--- src/rtl/lsu_pkg.sv ---
// rtl/lsu_pkg.sv - shared types, funct3 codes and access helpers for the load/store unit
// Contents:
//   lsu_state_t      FSM state encoding
//   F3_*             RV32I funct3 codes for loads/stores
//   f3_legal()       1 when funct3 is a legal load (or store) encoding
//   f3_size_m1()     access size in bytes minus one for a legal funct3
package lsu_pkg;

    typedef enum logic [2:0] {
        IDLE,
        LOAD,
        RMW_RD,
        WRITE,
        RESP
    } lsu_state_t;

    localparam logic [2:0] F3_B  = 3'b000;
    localparam logic [2:0] F3_H  = 3'b001;
    localparam logic [2:0] F3_W  = 3'b010;
    localparam logic [2:0] F3_BU = 3'b100;
    localparam logic [2:0] F3_HU = 3'b101;

    function automatic logic f3_legal(input logic is_store, input logic [2:0] f3);
        logic ok;
        ok = 1'b0;
        case (f3)
            F3_B, F3_H, F3_W: ok = 1'b1;
            F3_BU, F3_HU:     ok = !is_store;
            default:          ok = 1'b0;
        endcase
        return ok;
    endfunction

    function automatic logic [1:0] f3_size_m1(input logic [2:0] f3);
        logic [1:0] s;
        case (f3)
            F3_H, F3_HU: s = 2'd1;
            F3_W:        s = 2'd3;
            default:     s = 2'd0;
        endcase
        return s;
    endfunction

endpackage

--- src/rtl/lsu_if.sv ---
// rtl/lsu_if.sv - pipeline-side request/response bundle of the load/store unit
// Modports:
//   master  pipeline side: drives req_*, resp_ready; observes req_ready, resp_*
//   slave   load/store unit side: the mirror image
interface lsu_if;
    logic        req_valid;
    logic        req_ready;
    logic        req_is_store;
    logic [2:0]  req_funct3;
    logic [31:0] req_addr;
    logic [31:0] req_wdata;
    logic [4:0]  req_rd;
    logic        resp_valid;
    logic        resp_ready;
    logic [31:0] resp_data;
    logic [4:0]  resp_rd;
    logic        resp_misaligned;
    logic        resp_fault;

    modport master (
        output req_valid, req_is_store, req_funct3, req_addr, req_wdata, req_rd, resp_ready,
        input  req_ready, resp_valid, resp_data, resp_rd, resp_misaligned, resp_fault
    );

    modport slave (
        input  req_valid, req_is_store, req_funct3, req_addr, req_wdata, req_rd, resp_ready,
        output req_ready, resp_valid, resp_data, resp_rd, resp_misaligned, resp_fault
    );
endinterface

--- src/rtl/lsu_byte_lane.sv ---
// rtl/lsu_byte_lane.sv - combinational lane select/extend for loads and byte/half merge for stores
// Ports:
//   funct3     in   access size/sign
//   addr_lo    in   byte offset within the word
//   word       in   word read from memory
//   wdata      in   store data (low byte/half used for SB/SH)
//   load_data  out  selected lane, sign- or zero-extended
//   merged     out  word with the target lane replaced (SW: wdata itself)
module lsu_byte_lane
    import lsu_pkg::*;
(
    input  logic [2:0]  funct3,
    input  logic [1:0]  addr_lo,
    input  logic [31:0] word,
    input  logic [31:0] wdata,
    output logic [31:0] load_data,
    output logic [31:0] merged
);

    logic [4:0]  byte_shift;
    logic [4:0]  half_shift;
    logic [7:0]  byte_sel;
    logic [15:0] half_sel;
    logic [31:0] byte_shifted;

    always_comb begin
        byte_shift   = {addr_lo, 3'b000};
        half_shift   = {addr_lo[1], 4'b0000};
        byte_shifted = word >> byte_shift;
        byte_sel     = byte_shifted[7:0];
        half_sel     = addr_lo[1] ? word[31:16] : word[15:0];

        case (funct3)
            F3_B:    load_data = {{24{byte_sel[7]}}, byte_sel};
            F3_BU:   load_data = {24'h0, byte_sel};
            F3_H:    load_data = {{16{half_sel[15]}}, half_sel};
            F3_HU:   load_data = {16'h0, half_sel};
            F3_W:    load_data = word;
            default: load_data = 32'h0;
        endcase

        // Clear the target lane, then OR in the shifted store bits.
        case (funct3)
            F3_B:    merged = (word & ~(32'h0000_00FF << byte_shift))
                              | ({24'h0, wdata[7:0]} << byte_shift);
            F3_H:    merged = (word & ~(32'h0000_FFFF << half_shift))
                              | ({16'h0, wdata[15:0]} << half_shift);
            default: merged = wdata;
        endcase
    end

endmodule

--- src/rtl/load_store_unit.sv ---
// rtl/load_store_unit.sv - RV32I load/store initiator for a word-wide DataMemory port
// Ports:
//   clk, rst    clock and synchronous active-high reset
//   pipe        lsu_if.slave request/response handshake with the pipeline
//   mem_addr    word-aligned address, 0 when no strobe
//   mem_wdata   full word to write
//   mem_read    read strobe (memory answers combinationally on mem_rdata)
//   mem_write   write strobe
//   mem_rdata   read data
module load_store_unit
    import lsu_pkg::*;
#(
    parameter int unsigned MEM_SIZE = 4096
) (
    input  logic        clk,
    input  logic        rst,
    lsu_if.slave        pipe,
    output logic [31:0] mem_addr,
    output logic [31:0] mem_wdata,
    output logic        mem_read,
    output logic        mem_write,
    input  logic [31:0] mem_rdata
);

    localparam logic [32:0] MEM_BYTES = 33'(MEM_SIZE) << 2;

    lsu_state_t  state;
    logic        q_is_store;
    logic [2:0]  q_f3;
    logic [31:0] q_addr;
    logic [31:0] q_wdata;
    logic [31:0] q_wword;
    logic        resp_valid_q;
    logic [31:0] resp_data_q;
    logic [4:0]  resp_rd_q;
    logic        resp_mis_q;
    logic        resp_fault_q;

    logic        in_legal;
    logic        in_misaligned;
    logic        in_out_of_range;
    logic [32:0] in_last_byte;
    logic [31:0] lane_load;
    logic [31:0] lane_merged;

    // Request classification on the incoming (not yet latched) fields.
    always_comb begin
        in_legal     = f3_legal(pipe.req_is_store, pipe.req_funct3);
        // 33-bit sum so an address near 2^32 cannot wrap back into range.
        in_last_byte = {1'b0, pipe.req_addr} + 33'(f3_size_m1(pipe.req_funct3));
        in_out_of_range = (in_last_byte >= MEM_BYTES);
        case (pipe.req_funct3)
            F3_H, F3_HU: in_misaligned = pipe.req_addr[0];
            F3_W:        in_misaligned = (pipe.req_addr[1:0] != 2'b00);
            default:     in_misaligned = 1'b0;
        endcase
    end

    lsu_byte_lane u_lane (
        .funct3    (q_f3),
        .addr_lo   (q_addr[1:0]),
        .word      (mem_rdata),
        .wdata     (q_wdata),
        .load_data (lane_load),
        .merged    (lane_merged)
    );

    always_ff @(posedge clk) begin
        if (rst) begin
            state        <= IDLE;
            q_is_store   <= 1'b0;
            q_f3         <= 3'b000;
            q_addr       <= 32'h0;
            q_wdata      <= 32'h0;
            q_wword      <= 32'h0;
            resp_valid_q <= 1'b0;
            resp_data_q  <= 32'h0;
            resp_rd_q    <= 5'd0;
            resp_mis_q   <= 1'b0;
            resp_fault_q <= 1'b0;
        end else begin
            case (state)
                IDLE: begin
                    if (pipe.req_valid) begin
                        q_is_store   <= pipe.req_is_store;
                        q_f3         <= pipe.req_funct3;
                        q_addr       <= pipe.req_addr;
                        q_wdata      <= pipe.req_wdata;
                        q_wword      <= pipe.req_wdata;
                        resp_rd_q    <= pipe.req_rd;
                        resp_data_q  <= 32'h0;
                        resp_mis_q   <= 1'b0;
                        resp_fault_q <= 1'b0;
                        if (!in_legal) begin
                            resp_fault_q <= 1'b1;
                            resp_valid_q <= 1'b1;
                            state        <= RESP;
                        end else if (in_misaligned) begin
                            // Misalignment wins over range fault.
                            resp_mis_q   <= 1'b1;
                            resp_valid_q <= 1'b1;
                            state        <= RESP;
                        end else if (in_out_of_range) begin
                            resp_fault_q <= 1'b1;
                            resp_valid_q <= 1'b1;
                            state        <= RESP;
                        end else if (!pipe.req_is_store) begin
                            state <= LOAD;
                        end else if (pipe.req_funct3 == F3_W) begin
                            state <= WRITE;
                        end else begin
                            state <= RMW_RD;
                        end
                    end
                end
                LOAD: begin
                    resp_data_q  <= lane_load;
                    resp_valid_q <= 1'b1;
                    state        <= RESP;
                end
                RMW_RD: begin
                    q_wword <= lane_merged;
                    state   <= WRITE;
                end
                WRITE: begin
                    resp_valid_q <= 1'b1;
                    state        <= RESP;
                end
                RESP: begin
                    if (pipe.resp_ready) begin
                        resp_valid_q <= 1'b0;
                        state        <= IDLE;
                    end
                end
                default: state <= IDLE;
            endcase
        end
    end

    assign pipe.req_ready       = (state == IDLE);
    assign pipe.resp_valid      = resp_valid_q;
    assign pipe.resp_data       = resp_data_q;
    assign pipe.resp_rd         = resp_rd_q;
    assign pipe.resp_misaligned = resp_mis_q;
    assign pipe.resp_fault      = resp_fault_q;

    // Strobes are masked by rst directly so a reset cycle can never touch memory.
    assign mem_read  = !rst && ((state == LOAD) || (state == RMW_RD));
    assign mem_write = !rst && (state == WRITE);
    assign mem_addr  = (mem_read || mem_write) ? {q_addr[31:2], 2'b00} : 32'h0;
    assign mem_wdata = q_wword;

endmodule

--- src/flat_wrapper.sv ---
// flat-port wrapper written by rule: the top's interface ports become plain ports
module load_store_unit_flat import lsu_pkg::*;
#(
    parameter int unsigned MEM_SIZE = 4096
)
  (clk, rst, mem_addr, mem_wdata, mem_read, mem_write, mem_rdata, pipe_req_valid, pipe_req_is_store, pipe_req_funct3, pipe_req_addr, pipe_req_wdata, pipe_req_rd, pipe_resp_ready, pipe_req_ready, pipe_resp_valid, pipe_resp_data, pipe_resp_rd, pipe_resp_misaligned, pipe_resp_fault);
  lsu_if pipe_i ();
  input  logic clk;
  input  logic rst;
  output logic [31:0] mem_addr;
  output logic [31:0] mem_wdata;
  output logic mem_read;
  output logic mem_write;
  input  logic [31:0] mem_rdata;
  input wire logic [$bits(pipe_i.req_valid)-1:0] pipe_req_valid;
  input wire logic [$bits(pipe_i.req_is_store)-1:0] pipe_req_is_store;
  input wire logic [$bits(pipe_i.req_funct3)-1:0] pipe_req_funct3;
  input wire logic [$bits(pipe_i.req_addr)-1:0] pipe_req_addr;
  input wire logic [$bits(pipe_i.req_wdata)-1:0] pipe_req_wdata;
  input wire logic [$bits(pipe_i.req_rd)-1:0] pipe_req_rd;
  input wire logic [$bits(pipe_i.resp_ready)-1:0] pipe_resp_ready;
  output wire logic [$bits(pipe_i.req_ready)-1:0] pipe_req_ready;
  output wire logic [$bits(pipe_i.resp_valid)-1:0] pipe_resp_valid;
  output wire logic [$bits(pipe_i.resp_data)-1:0] pipe_resp_data;
  output wire logic [$bits(pipe_i.resp_rd)-1:0] pipe_resp_rd;
  output wire logic [$bits(pipe_i.resp_misaligned)-1:0] pipe_resp_misaligned;
  output wire logic [$bits(pipe_i.resp_fault)-1:0] pipe_resp_fault;
  assign pipe_i.req_valid = pipe_req_valid;
  assign pipe_i.req_is_store = pipe_req_is_store;
  assign pipe_i.req_funct3 = pipe_req_funct3;
  assign pipe_i.req_addr = pipe_req_addr;
  assign pipe_i.req_wdata = pipe_req_wdata;
  assign pipe_i.req_rd = pipe_req_rd;
  assign pipe_i.resp_ready = pipe_resp_ready;
  assign pipe_req_ready = pipe_i.req_ready;
  assign pipe_resp_valid = pipe_i.resp_valid;
  assign pipe_resp_data = pipe_i.resp_data;
  assign pipe_resp_rd = pipe_i.resp_rd;
  assign pipe_resp_misaligned = pipe_i.resp_misaligned;
  assign pipe_resp_fault = pipe_i.resp_fault;
  load_store_unit #(.MEM_SIZE(MEM_SIZE)) u_core (.clk(clk), .rst(rst), .pipe(pipe_i), .mem_addr(mem_addr), .mem_wdata(mem_wdata), .mem_read(mem_read), .mem_write(mem_write), .mem_rdata(mem_rdata));
endmodule
--- config.mk ---
export PLATFORM = sky130hd
export DESIGN_NAME = load_store_unit_flat
export DESIGN_NICKNAME = d
export VERILOG_FILES = /design/src/rtl/lsu_pkg.sv /design/src/rtl/lsu_if.sv /design/src/rtl/lsu_byte_lane.sv /design/src/rtl/load_store_unit.sv /design/src/flat_wrapper.sv
export SDC_FILE = /design/constraint.sdc
export NUM_CORES = 1
export LEC_CHECK = 0
export ABC_CLOCK_PERIOD_IN_PS = 5700
export CAP_MARGIN = 25
export CORE_MARGIN = 2
export CORE_UTILIZATION = 51
export DETAILED_ROUTE_END_ITERATION = 6
export PLACE_DENSITY = 0.86
export SLEW_MARGIN = 20
export SYNTH_ARGS = -nofsm -noshare
export SYNTH_HDL_FRONTEND = slang
export SYNTH_SLANG_ARGS = --single-unit
--- constraint.sdc ---
create_clock -name clk -period 5.7 [get_ports clk]
set_input_delay 1.14 -clock clk [delete_from_list [all_inputs] [get_ports clk]]
set_output_delay 1.14 -clock clk [all_outputs]
set_load 0.005 [all_outputs]
==> results by stage, run 1 <==
Status:
- The flow ran to the end, and the final reports show no timing, DRC or antenna violations.

Logic synthesis:
- After synthesis the cells add up to 7190 µm².
- For this run, the leading register cell type out of synthesis is dfxtp_1.
- The post-synthesis sequential area ratio is 0.395.
- By area the synthesized netlist is led by dfxtp_1 (40%), nand2_1 (10%), a21oi_1 (9.8%), mux2i_1 (5.3%), nor2_1 (4.6%).
- Yosys mapped a number of flops with a built-in enable equal to 0.
- In this run the mean area of a mapped cell was 7.80 µm².
- Of the total synthesized cell area, the portion taken by XOR and XNOR cells is 0.00609.
- Summed over all instances, the cell type with the most area after synthesis is dfxtp_1.
- In the synthesized netlist, the number of instances is 922.
- Of the post-synthesis cell area, the dominant cell type holds 0.395.
- The main combinational cell family by area after synthesis is simple AND/OR/NAND/NOR gates.
- The Yosys step of the flow raised 0 warnings.
- The number of storage elements in the synthesis netlist is 142.
- Yosys instantiated no cell more often than nand2_1.
- Of the total synthesized cell area, the portion taken by full adders, half adders and majority gates is 0.00626.
- Of the total synthesized cell area, the portion taken by AND, OR, NAND and NOR gates is 0.231.
- The async set-or-reset flop fraction in the synthesized netlist is 0.
- The commonest cells after synthesis are nand2_1 (200), dfxtp_1 (142), a21oi_1 (141).
- The portion of synthesized area spent on multiplexers is 0.0810.
- The share of the synthesized area in compound gates (AO/OA/AOI/OAI) was 0.228.
- The number of different library cells used by synthesis comes to 59.

STA:
- The final worst-path cycle share is 0.784.
- The routed design could run at a clock period as short as 4470 ps.
- The final-report hold violation count was 0.
- At the pin with the least slew margin, the transition time is 1080 ps.
- The count of endpoints failing setup in the final report is 0.
- Measured against its own limit, the worst slew margin works out to 0.279.
- For the final routed database, the setup TNS stands at 0 ps.
- Setup slack on the critical path of the routed design comes to 1230 ps.
- Timing would allow up to 0.224 GHz.
- Setup repair after global routing left no endpoint under its margin.
- The final count of pins violating max slew came to 0.
- The worst setup skew after layout is 7.60 ps.

Detailed routing:
- Dividing the detail-routed wire length by the instance count gives 18.8 µm.
- For this run, design rule violations remaining after detail routing come to 0.
- Using the TritonRoute via totals, the vias-per-cell ratio works out to 6.09.
- The antenna violation net count after detailed routing is 0.
- The first-pass iteration count of the detailed router is 6.
- Wires add up to 24100 µm.
- Summing over every cut layer, the via total after detailed routing is 7810.
- For this block, the initial DRC count from the detailed router was 942.

Finish:
- The fraction of final layout cells with drive strength greater than 1 is 0.0671.
- The final cell count without fillers is 1283.
- The area growth from synthesis to layout is 37.7%.
- Counting the fill cells in the layout gives 1113.
- The repair_antennas step left the layout with diodes totalling 0.
- At the end of the flow, the number of nets in the layout was 1203.

Clock network:
- Post-CTS repair changed the size of 0 cells.
- Buffers inserted to repair hold after CTS numbered 0.
- The buffer count from post-CTS setup fixing is 0.
- The count of H-tree levels built during CTS is 4.
- The tree is rooted in a clkbuf_16.
- Clock tree synthesis inserted a total of 17 buffers.
- The clock input transition at the sequential cells of the worst setup and hold paths is 60 ps.
- The clock passes through at most 2 buffers.
- TritonCTS built the clock tree.
- The latest clock arrival within the worst-skew pair is 420 ps.
- The number of sinks on the clock net is 142.

Critical path:
- Traced cell by cell, the critical path runs through clkdlybuf4s50_1 > nor3b_1 > a21oi_1 > inv_1 > ha_1 > fa_1 > nand3_1 > or4_1 > a311oi_1 > a21oi_1 > or3_4 > nor4b_2 > o31ai_1.
- The origin of the worst setup path is pipe_req_funct3[1].
- The worst register-to-register path begins at u_core.q_addr[1]$_SDFFE_PP0P_.
- By instance count, the cell type seen most on the critical path is a21oi_1.
- In this design, the stage delay of the slowest critical-path cell is 630 ps.
- The capturing element type of the critical path is a flip-flop.
- The worst register-to-register path ends at u_core.pipe.resp_data[26]$_SDFFE_PP0P_.
- Along the worst path, the maximum fanout reaches 5.
- The cell family contributing the most delay on the critical path is simple AND/OR/NAND/NOR gates.
- The logic depth of the worst register-to-register path is 7.
- The critical path buffer and inverter count is 2.
- The cell at the slowest stage of the critical path is nor3b_1.
- The register-to-register path setup slack is 2880 ps.
- The arrival time at the worst endpoint is 4740 ps.
- The data required time at the worst endpoint is 5980 ps.
- The category of the critical setup timing path is in2reg.
- The worst setup path is launched from an input port.

Worst hold path:
- The min-delay analysis places its worst path in the category reg2reg.
- The worst hold path begins at u_core.q_addr[17]$_SDFFE_PP0P_.
- The hold path endpoint is u_core.q_addr[17]$_SDFFE_PP0P_.
- Counting instances, the worst hold path has a depth of 2.

Flow run:
- The tool flagged a number of max-cap violations equal to 0.

Power:
- The leakage component of the power is 3.58 nW.
- The largest voltage drop on the vdd net is 0.000237 V.
- In this run the power density over the cells is 262 nW/µm².

Global route:
- In the global route stage, overall resource usage came out at 0.317.
- The global-route wire length before repair is 37300 µm.
- The number of antenna violations at the first check in global routing is 0.
- The via count of the first global-routing pass came to 7262.
- The largest net degree at the start of global routing is 80.
- The final global-route overflow total is 0.

Floorplanning:
- The height of the die is 123 µm.
- The floorplan die area is 15100 µm².
- The initial core utilization is 0.520.
- The number of rows created at floorplan is 43.
- The placeable core region is 13800 µm².
- From left edge to right edge, the die measures 123 µm.
- The I/O pin total is 216.

Place:
- The congestion estimate from routability-driven global placement came to 0.936.
- The worst slack at placement is 830 ps.
- Once placement completed, the tool counted placed cells totaling 1251.
- After legalization and detailed placement, the total HPWL measured 16800 µm.
- In this run the tool buffered the top-level ports with 213 buffer cells.
==> cell type report <==
class                   instances  area, µm²  share of cell area
multi-input cells             696       4010               0.404
well taps                     180        225              0.0227
clock inverters                 4       52.6             0.00530
clock buffers                  27        513              0.0518
repair buffers                225       2230               0.225
flip-flops and latches        142       2840               0.287
inverters                       9       33.8             0.00341
==> routing by layer <==
layer	global-route usage	routed length (µm)	vias to the layer above
li1	-	-	3603
met1	0.415	9620	3660
met5	0	0	-
met2	0.483	11000	476
met3	0.0980	2650	71
met4	0.135	812	0
==> sequential cells by signal, summed over array words and instances, names as in the netlist <==
register / flops
u_core.pipe.resp_valid: 1
u_core.q_addr: 32
u_core.pipe.resp_data: 32
u_core.state: 3
u_core.q_wdata: 32
u_core.pipe.resp_rd: 5
u_core.mem_wdata: 32
u_core.q_f3: 3
u_core.pipe.resp_fault: 1
u_core.pipe.resp_misaligned: 1
==> stage by stage <==
step	hold WS (ps)	power, mW	util	area [µm²]
floorplan	432	1.34	-	7200
global placement	437	1.53	0.674	9320
detailed placement	442	1.53	0.674	9320
CTS	449	2.59	0.715	9880
global route	470	2.69	0.716	9910
finish	448	2.60	0.716	9910
==> cell usage in the layout, fill, tap and decap left out, types with 3 or more instances in the layout <==
| master | instances |
|---|---|
| nand4_1 | 7 |
| o221ai_1 | 10 |
| or2_2 | 3 |
| nand3_1 | 13 |
| inv_1 | 8 |
| nand2b_1 | 5 |
| a211oi_1 | 8 |
| nor4_1 | 5 |
| a31o_2 | 8 |
| clkinvlp_4 | 3 |
| and3_1 | 3 |
| nand2_1 | 199 |
| mux4_2 | 8 |
| xnor2_1 | 3 |
| a221oi_1 | 9 |
| a2bb2oi_1 | 17 |
| a22oi_1 | 17 |
| clkbuf_16 | 17 |
| clkbuf_1 | 5 |
| clkbuf_8 | 5 |
| nor3_1 | 9 |
| a2111oi_0 | 6 |
| buf_4 | 12 |
| nor2_1 | 88 |
| a21oi_1 | 141 |
| nor2b_1 | 30 |
| a31oi_1 | 14 |
| dfxtp_1 | 141 |
| o21ai_0 | 5 |
| a222oi_1 | 8 |
| mux2i_1 | 38 |
| clkdlybuf4s50_1 | 212 |
==> power breakdown <==
part           total (mW)  switching (mW)  leakage [nW]  internal [mW]
clock network        1.07           0.416         0.266          0.656
logic               0.444           0.233          2.16          0.211
registers            1.08          0.0424          1.16           1.04
==> cells by family after synthesis <==
family | after synthesis
compound gates | 257
simple gates | 381
mux | 48
buf+inv | 85
xor+xnor | 5
other cells | 1
fa+ha+maj | 3
flops | 142
==> worst min-delay path: stages (launching register included) <==
cell and delay, ps:
dfxtp_1 300, nand2_1 50, a21oi_1 50
==> how the worst max path moves through the flow <==
stage,endpoint,depth (start not counted)
finish,u_core.state[2]$_SDFFE_PP0P_,13
global route,u_core.state[2]$_SDFFE_PP0P_,13
CTS,u_core.state[2]$_SDFFE_PP0P_,13
detailed placement,u_core.state[2]$_SDFFE_PP0P_,13
global placement,u_core.pipe.resp_fault$_SDFFE_PP0P_,13
floorplan,u_core.pipe.resp_fault$_SDFFE_PP0P_,12
(Power assumes the default switching activity.)
==> run 2, diff against run 1 <==
--- a/config.mk
+++ b/config.mk
@@ -5,12 +5,12 @@
 export SDC_FILE = /design/constraint.sdc
 export NUM_CORES = 1
 export LEC_CHECK = 0
-export ABC_CLOCK_PERIOD_IN_PS = 5700
+export ABC_CLOCK_PERIOD_IN_PS = 3700
 export CAP_MARGIN = 25
 export CORE_MARGIN = 2
-export CORE_UTILIZATION = 51
+export CORE_UTILIZATION = 43
 export DETAILED_ROUTE_END_ITERATION = 6
-export PLACE_DENSITY = 0.86
+export PLACE_DENSITY = 0.77
 export SLEW_MARGIN = 20
 export SYNTH_ARGS = -nofsm -noshare
 export SYNTH_HDL_FRONTEND = slang
==> constraint.sdc (replaced) <==
create_clock -name clk -period 3.7 [get_ports clk]
set_input_delay 0.74 -clock clk [delete_from_list [all_inputs] [get_ports clk]]
set_output_delay 0.74 -clock clk [all_outputs]
set_load 0.005 [all_outputs]
==> run 2 against run 1 <==
Clock power grew 64%. Die area grew 18%. Total power up 58%. Sequential power up 55%. Worst setup slack got worse by 890 ps. Combinational power rose by 57%. Non-clock buffer count rose by 14. Critical endpoint unchanged. Largest cell class unchanged.
==> results by stage, run 2 (synthesized netlist as in run 1, its figures left out) <==
Status:
- The run finished with clean final reports.

Critical path:
- The category of the critical setup timing path is in2reg.
- The dominant cell type by count on the critical path is a21oi_1.
- STA classifies the critical path startpoint as an input port.
- The largest stage delay on the critical path came to 490 ps (-140 ps).
- Traced cell by cell, the critical path runs through clkdlybuf4s50_1 > nor3b_2 > a21oi_1 > inv_1 > ha_1 > fa_1 > nand3_1 > or4_1 > a311oi_1 > a21oi_1 > or3_4 > nor4b_2 > o31ai_1.
- Among all stages on the critical path, the largest delay is contributed by clkdlybuf4s50_1.
- The cell family contributing the most delay on the critical path is simple AND/OR/NAND/NOR gates.
- The capturing element type of the critical path is a flip-flop.
- The arrival time at the worst endpoint came to 3640 ps (-1100 ps).
- The largest fanout of any net on the critical path is 2 (-3).
- The data required time at the worst endpoint is 3980 ps (-2000 ps).
- The critical path buffer and inverter count is 2 (unchanged).

STA:
- The final setup TNS was 0 ps (unchanged).
- Subtracting the final worst setup slack from the clock period gives 3360 ps.
- The final worst-path cycle share is 0.908.
- The final count of pins violating max slew came to 0 (unchanged).
- The final-report hold violation count is 0 (unchanged).
- Setup repair after global routing left no endpoint under its margin.
- The setup slack of the critical path after layout is 339 ps (-895 ps).
- The fmax is 0.298 GHz.
- The worst setup skew after layout came to 7.35 ps (-0.250 ps).
- The count of endpoints failing setup in the final report is 0 (unchanged).
- The relative slew slack is 0.290 (+0.0106).
- The transition time at the pin with the least slew margin is 1060 ps (-16.0 ps).

Global route:
- The number of antenna violations at the first check in global routing is 0 (unchanged).
- The global-route wire length before repair was 37700 µm (+1.1%).
- The via count of the first global-routing pass is 7174 (-1.2%).
- The final global-route overflow total came to 0 (unchanged).
- The global-route usage over all layers is 0.265 (-0.0526).
- The largest net degree at the start of global routing is 110 (+38%).

Power:
- The post-layout total power is 4.12 mW (+58%).
- The power per cell area is 407 nW/µm² (+55%).
- The largest voltage drop on the vdd net is 0.000346 V (+46%).
- The leakage component of the power is 3.69 nW (+2.9%).

Finish:
- The area of the multi-input gates came to 4010 µm² (+0.13%).
- The fraction of final layout cells with drive strength greater than 1 is 0.0806 (+0.0136).
- The final core utilization is 0.614 (-0.102).
- In the layout the commonest cells are clkdlybuf4s50_1 (212), nand2_1 (199), a21oi_1 (141), dfxtp_1 (141), nor2_1 (88).
- The final-stage net count is 1217 (+1.2%).
- The final-layout fill cell count was 1453 (+31%).
- The area used by sequential logic in the layout was 2840 µm² (unchanged).
- The area growth from synthesis to layout is 40.6%.
- The commonest non-fill, non-tap cell in the layout is clkdlybuf4s50_1.
- The antenna diode instance count is 0 (unchanged).
- The summed area of non-filler cells in the final layout was 10100 µm² (+2.1%).

Clock network:
- The number of sinks on the clock net is 142 (unchanged).
- The TritonCTS clock tree is yes.
- The count of H-tree levels built during CTS came to 4 (unchanged).
- The buffer count from post-CTS setup fixing came to 0 (unchanged).
- The number of CTS-inserted buffers is 17 (unchanged).
- The clock tree root buffer cell is clkbuf_16.
- The clock input transition at the sequential cells of the worst setup and hold paths is 60 ps (about the same).
- The latest clock arrival within the worst-skew pair is 430 ps (about the same).
- The maximum clock path buffer count is 2 (unchanged).

Detailed routing:
- The via count is 7683 (-1.6%).
- The antenna violation net count after detailed routing came to 0 (unchanged).
- The number of design rule violations left after detail routing came to 0 (unchanged).
- The via count normalized by instance count came to 5.75 (-5.5%).
- The detailed router's first-iteration violation count was 779 (-17%).
- The post-detailed-routing wire length came to 23900 µm (-1.0%).
- The wire length per cell after detailed routing was 17.9 µm (-5.0%).
- The first-pass iteration count of the detailed router came to 6 (unchanged).

Place:
- The cell area after placement is 9490 µm² (+1.8%).
- The number of port buffers is 213 (unchanged).
- The worst slack at placement came to -164 ps (-994 ps).
- The detailed placer's ending HPWL is 16900 µm (+0.60%).
- The final estimated routing congestion in global placement came to 0.950 (+1.5%).

Worst hold path:
- The class of the tightest hold or removal check is reg2reg.

Floorplanning:
- The height of the die is 133 µm (+8.6%).
- The die width is 133 µm (+8.6%).
- The placeable core region is 16500 µm² (+19%).
- The floorplan die area is 17800 µm² (+18%).
- The I/O pin total is 216 (unchanged).
- The number of rows created at floorplan is 47 (+9.3%).
- The initial core utilization is 0.437 (-0.0834).

Flow run:
- The number of maximum-capacitance violations came to 0 (unchanged).
==> run 2: cell types whose count changed in the layout (fill, tap and decap cells not counted) <==
| cell | delta |
|---|---|
| buf_12 | +1 |
| nor3b_2 | +1 |
| clkinv_2 | +2 |
| clkbuf_1 | -2 |
| clkinvlp_4 | -2 |
| nor3b_1 | -1 |
| clkbuf_8 | -1 |
| bufinv_16 | +2 |
| buf_4 | +13 |
==> run 2: power by group <==
group	internal, mW	switching, mW
sequential	1.61	0.0619
clock	1.12	0.629
combinational	0.335	0.363
total	3.06	1.05
==> run 2: metrics by stage <==
step	std cells	hold WS (ps)
6_report	1336	448
5_1_grt	1336	464
4_1_cts	1335	449
3_5_place_dp	1305	442
3_3_place_gp	1305	437
2_1_floorplan	923	432
==> run 2: repair_timing <==
| item | 4_1_cts | 5_1_grt |
|---|---|---|
| gates resized for setup | 0 | 1 |
| hold buffers | 0 | 0 |
| endpoints found under the setup margin | 0 | 1 |
==> run 2: final cells by class <==
cell class              count  share of cell area
well taps                 220              0.0272
flip-flops and latches    142               0.281
inverters                   9             0.00334
repair buffers            239               0.232
clock inverters             6              0.0106
multi-input cells         696               0.397
clock buffers              24              0.0486
==> run 2: worst min-delay path: stages (launching register included) <==
cell     delay (ps)
dfxtp_1         300
nand2_1          50
a21oi_1          50
==> run 2: layer usage <==
layer	track usage	wire length [µm]	vias to the layer above
met1	0.344	9790	3612
met5	0	0	-
met3	0.0742	2440	63
met2	0.418	10900	368
met4	0.102	707	0
li1	-	-	3640
==> run 2: final timing paths <==
path                                  startpoint                               end  slack, ps  cells past startpoint
setup / recovery              pipe_req_funct3[1]      u_core.state[2]$_SDFFE_PP0P_        340                     13
hold / removal    u_core.q_addr[23]$_SDFFE_PP0P_    u_core.q_addr[23]$_SDFFE_PP0P_        450                      2
setup reg to reg    u_core.state[2]$_SDFFE_PP0P_  u_core.mem_wdata[1]$_SDFFE_PP0P_       1370                      8
hold reg to reg   u_core.q_addr[23]$_SDFFE_PP0P_    u_core.q_addr[23]$_SDFFE_PP0P_        450                      2
==> run 3, diff against run 2 <==
--- a/config.mk
+++ b/config.mk
@@ -11,7 +11,6 @@
 export CORE_UTILIZATION = 43
 export DETAILED_ROUTE_END_ITERATION = 6
 export PLACE_DENSITY = 0.77
-export SLEW_MARGIN = 20
 export SYNTH_ARGS = -nofsm -noshare
 export SYNTH_HDL_FRONTEND = slang
 export SYNTH_SLANG_ARGS = --single-unit
==> run 3 against run 2 <==
Worst setup slack worse by 18 ps. Critical path depth stayed put. Total power hardly changed. Sequential share of layout area hardly changed. Global-route usage stayed put. Non-clock buffer count is 1 higher. Largest cell class unchanged. Highest routed layer unchanged.
==> results by stage, run 3 (synthesized netlist as in run 1, its figures left out) <==
Clock network:
- The buffer count from post-CTS setup fixing came to 0 (unchanged).
- The tree is rooted in a clkbuf_16.
- The clock input transition at the sequential cells of the worst setup and hold paths is 50 ps (about the same).
- TritonCTS built the clock tree.
- The number of hold-repair buffers added at the cts stage is 0 (unchanged).
- The maximum clock path buffer count is 2 (unchanged).
- The number of resized instances in the post-cts repair step is 0 (unchanged).
- The number of CTS-inserted buffers is 17 (unchanged).
- The count of H-tree levels built during CTS is 4 (unchanged).
- The number of sinks on the clock net is 142 (unchanged).
- The latest clock arrival within the worst-skew pair is 430 ps (about the same).

Power:
- The power per cell area was 406 nW/µm² (-0.13%).
- The relative contribution of sequential cells to total power is 0.405 (about the same).
- The part of the total power dissipated in combinational logic is 0.170 (about the same).
- The largest voltage drop on the vdd net is 0.000343 V (-0.77%).
- The switching power share of the total is 0.255 (-0.000797).
- The net switching power was 1.05 mW (-0.33%).
- The leakage component of the power is 3.69 nW (+0.18%).
- The internal power is 3.06 mW (about the same).
- The clock network fraction of total power was 0.424 (about the same).

Floorplanning:
- The placeable core region is 16500 µm² (unchanged).
- The initial core utilization was 0.437 (unchanged).
- The die width is 133 µm (unchanged).
- The number of rows created at floorplan is 47 (unchanged).
- The I/O pin total is 216 (unchanged).
- The height of the die is 133 µm (unchanged).
- The floorplan die area came to 17800 µm² (unchanged).

Detailed routing:
- The first-pass iteration count of the detailed router is 5 (-1).
- The antenna violation net count after detailed routing came to 0 (unchanged).
- The via count is 7691 (+0.10%).
- The post-detailed-routing wire length was 23900 µm (+0.29%).
- The wire length per cell after detailed routing was 17.9 µm (+0.22%).
- The detailed router's first-iteration violation count is 768 (-1.4%).
- The number of design rule violations left after detail routing is 0 (unchanged).
- The via count normalized by instance count is 5.75 (about the same).

STA:
- The final setup TNS was 0 ps (unchanged).
- The final-report hold violation count came to 0 (unchanged).
- The count of endpoints failing setup in the final report is 0 (unchanged).
- The fmax was 0.296 GHz (-0.52%).
- The relative slew slack is 0.283 (-0.00690).
- The final worst-path cycle share is 0.913 (+0.00473).
- The worst setup skew after layout is 6.46 ps (-0.891 ps).
- The post-route minimum period is 3380 ps (+17.5 ps).
- Setup repair after global routing left no endpoint under its margin.
- The transition time at the pin with the least slew margin came to 1080 ps (+10.4 ps).
- The final count of pins violating max slew is 0 (unchanged).

Global route:
- The global-route wire length before repair is 37700 µm (unchanged).
- The via count of the first global-routing pass is 7174 (unchanged).
- The global-route usage over all layers is 0.265 (unchanged).
- The largest net degree at the start of global routing is 110 (unchanged).
- The number of antenna violations at the first check in global routing is 0 (unchanged).
- The final global-route overflow total is 0 (unchanged).

Finish:
- The final-stage net count is 1218 (+0.082%).
- The antenna diode instance count is 0 (unchanged).
- The fraction of final layout cells with drive strength greater than 1 is 0.0806 (about the same).
- The final core utilization was 0.615 (+0.000684).
- The area growth from synthesis to layout is 40.7%.
- Leaving out fill and tap cells, the most frequent cells in the layout are clkdlybuf4s50_1 (212), nand2_1 (199), a21oi_1 (141), dfxtp_1 (141), nor2_1 (88).
- The commonest non-fill, non-tap cell in the layout is clkdlybuf4s50_1.

Critical path:
- The critical path buffer and inverter count is 2 (unchanged).
- On the critical path the largest part of the delay comes from simple AND/OR/NAND/NOR gates.
- The startpoint kind of the worst setup timing path is an input port.
- The signal on the critical path passes through clkdlybuf4s50_1 > nor3b_2 > a21oi_1 > inv_1 > ha_1 > fa_1 > nand3_1 > or4_1 > a311oi_1 > a21oi_1 > or3_4 > nor4b_2 > o31ai_1.
- The capturing element type of the critical path is a flip-flop.
- The dominant cell type by count on the critical path is a21oi_1.
- The data required time at the worst endpoint is 3970 ps (about the same).
- The largest fanout of any net on the critical path came to 2 (unchanged).
- The largest stage delay on the critical path was 500 ps (about the same).
- The arrival time at the worst endpoint is 3650 ps (about the same).
- The category of the critical setup timing path is in2reg.
- The cell at the slowest stage of the critical path is clkdlybuf4s50_1.

Status:
- The run finished with clean final reports.

Place:
- The final estimated routing congestion in global placement is 0.950 (unchanged).
- The detailed placer's ending HPWL is 16900 µm (unchanged).
- The number of port buffers was 213 (unchanged).

Worst hold path:
- The class of the tightest hold or removal check is reg2reg.

Flow run:
- The number of maximum-capacitance violations is 0 (unchanged).
-- run 3: final timing paths --
kind                                  startpoint                                to  slack [ps]  cells past startpoint
setup reg to reg    u_core.state[2]$_SDFFE_PP0P_  u_core.mem_wdata[1]$_SDFFE_PP0P_        1340                      8
hold / removal    u_core.q_addr[23]$_SDFFE_PP0P_    u_core.q_addr[23]$_SDFFE_PP0P_         450                      2
setup / recovery              pipe_req_funct3[1]      u_core.state[2]$_SDFFE_PP0P_         320                     13
hold reg to reg   u_core.q_addr[23]$_SDFFE_PP0P_    u_core.q_addr[23]$_SDFFE_PP0P_         450                      2
-- run 3: worst reg2reg max path: cells and delay by family, from the launching register on --
| kind | cells | cell delay [ps] |
|---|---|---|
| DFF | 1 | 380 |
| buffers and inverters | 2 | 760 |
| AOI/OAI and AO/OA | 2 | 360 |
| and+or+nand+nor | 4 | 780 |
-- run 3: final cells by class --
cell class,count,area [µm²]
fill,1449,6340
multi-input combinational,696,4010
sequential,142,2840
timing repair buffer,240,2360
clock buffer,24,492
tap,220,275
clock inverter,6,108
inverter,9,33.8
-- run 3: layer usage --
layer | wire length, µm | vias to the layer above | share of wire | track usage
met1 | 9880 | 3597 | 0.41 | 0.344
li1 | - | 3639 | - | -
met5 | 0 | - | 0 | 0
met4 | 736 | 0 | 0.031 | 0.102
met3 | 2470 | 66 | 0.10 | 0.0742
met2 | 10900 | 389 | 0.45 | 0.418
-- run 3: power by group through the flow --
stage	Combinational, mW	Clock [mW]	Sequential [mW]
floorplan	0.388	0	1.67
global placement	0.675	0	1.69
global route	0.760	1.83	1.67
detailed placement	0.680	0	1.70
finish	0.701	1.75	1.67
CTS	0.687	1.76	1.66
-- run 3: metrics by stage --
stage | instances | power, mW | hold slack, ps | instance area [µm²] | setup slack, ps
CTS | 1335 | 4.11 | 449 | 10100 | 273
floorplan | 923 | 2.06 | 432 | 7200 | 232
finish | 1337 | 4.11 | 448 | 10100 | 321
global route | 1337 | 4.27 | 464 | 10100 | 46.5
detailed placement | 1305 | 2.38 | 442 | 9490 | -164
global placement | 1305 | 2.37 | 437 | 9490 | -116
==> RTL change, RTL diff (settings of run 1) <==
The 5 states of `lsu_state_t` get a one-hot encoding in 5 bits.
--- a/src/rtl/lsu_pkg.sv
+++ b/src/rtl/lsu_pkg.sv
@@ -6,12 +6,12 @@
 //   f3_size_m1()     access size in bytes minus one for a legal funct3
 package lsu_pkg;
 
-    typedef enum logic [2:0] {
-        IDLE,
-        LOAD,
-        RMW_RD,
-        WRITE,
-        RESP
+    typedef enum logic [4:0] {
+        IDLE   = 5'b00001,
+        LOAD   = 5'b00010,
+        RMW_RD = 5'b00100,
+        WRITE  = 5'b01000,
+        RESP   = 5'b10000
     } lsu_state_t;
 
     localparam logic [2:0] F3_B  = 3'b000;
Formal check against the unedited RTL: no difference found for any inputs over 4 cycles, from zero or initial values and one cycle with rst high; so few cycles prove little.
==> RTL change against run 1 <==
  * Wire length is 0.93% higher
  * Maximum frequency is 3.3% lower
  * Cell count is 2.8% higher
  * Non-clock buffer count is 4 lower
  * Combinational power is 29% higher
  * Area after synthesis is 2.0% higher
  * Sequential power is 6% higher
  * Worst setup slack worse by 150 ps
  * Sequential cell count is 2 higher
  * Final area is 1.9% higher
  * Clock power is 7% higher
  * Sequential share of layout area is 0.13 points lower
  * Power is 10% higher
  * Highest routed layer unchanged
==> RTL change: results (changes against run 1) <==
metric;value;unit;change
num-nets-final;1239;;+3.0%
grt_pass1_vias;7359;;+1.3%
detail_route.first_pass.iterations;5;;-1
ir_worst_vdd;0.000204;V;-14%
sw_share;28.5;%;+1.9 points
rr_endpoint;u_core.pipe.resp_data[27];;
nFillCells;1124;;+0.99%
met3_usage;8.84;%;-0.97 points
final.period_utilization;81.1;%;+2.7 points
crit_path_max_incr_delay;570;ps;-60 ps
wl_met1;9.89;mm;+2.8%
timing.reg2reg.worst_path_depth;8;;+1
worstHoldStart;u_core.pipe.resp_misaligned;;
met1_use_gr;40.2;%;-1.3 points
worstPathMaxFanout;8;;+3
outcome;completed;;
timing.hold.worst_endpoint;u_core.pipe.resp_misaligned;;
synth.mux.area_fraction;6.96;%;-1.1 points
finalClockSkew;6.74;ps;-0.863 ps
post_synthesis_adder_cell_area_fraction;0.614;%;-0.012 points
routed_wire_length_per_instance;18.5;um;-1.8%
static-leakage-power;3.58;nW;-0.11%
pre_cts_ws;686;ps;-145 ps
r2r_setup_slack;2460;ps;-420 ps
cp-endpoint;u_core.pipe.resp_valid;;
ys_top_cells_by_area;sky130_fd_sc_hd__dfxtp_1, sky130_fd_sc_hd__a21oi_1, sky130_fd_sc_hd__nand2_1, sky130_fd_sc_hd__nor2_1, sky130_fd_sc_hd__a311oi_1;;
first_iter_violations;776;;-18%
worst-endpoint-arrival;4930;ps;+190 ps
routed-wl-met2;11.3;mm;+2.7%
post_drt_via_cell_ratio;5.97;;-2.0%
pin_count_of_the_biggest_net_entering_global_routing;88;;+10%
synth.distinct_cells;61;;+3.4%
synth_compound_gate_area_share;23.4;%;+0.63 points
==> RTL change: cell types whose count changed in the layout (fill, tap and decap cells not counted), sizes merged, moves of 8 or more <==
| cell | before | now |
|---|---|---|
| a21oi | 141 | 165 |
| a222oi | 8 | 0 |
| a2bb2oi | 17 | 0 |
| a311oi | 2 | 32 |
| a31oi | 14 | 5 |
| and2 | 2 | 32 |
| mux2 | 2 | 18 |
| mux2i | 38 | 15 |
| nand2 | 200 | 212 |
| nor2b | 30 | 3 |
| o21ai | 7 | 16 |
| o221ai | 10 | 1 |
==> RTL change: final cells by class <==
type | count | area, um2 | share of cell area (%)
clock buffers | 22 | 474 | 4.70
inverters | 9 | 33.8 | 0.335
repair buffers | 221 | 2190 | 21.7
well taps | 180 | 225 | 2.23
clock inverters | 9 | 133 | 1.31
flip-flops and latches | 144 | 2880 | 28.6
multi-input cells | 734 | 4150 | 41.1
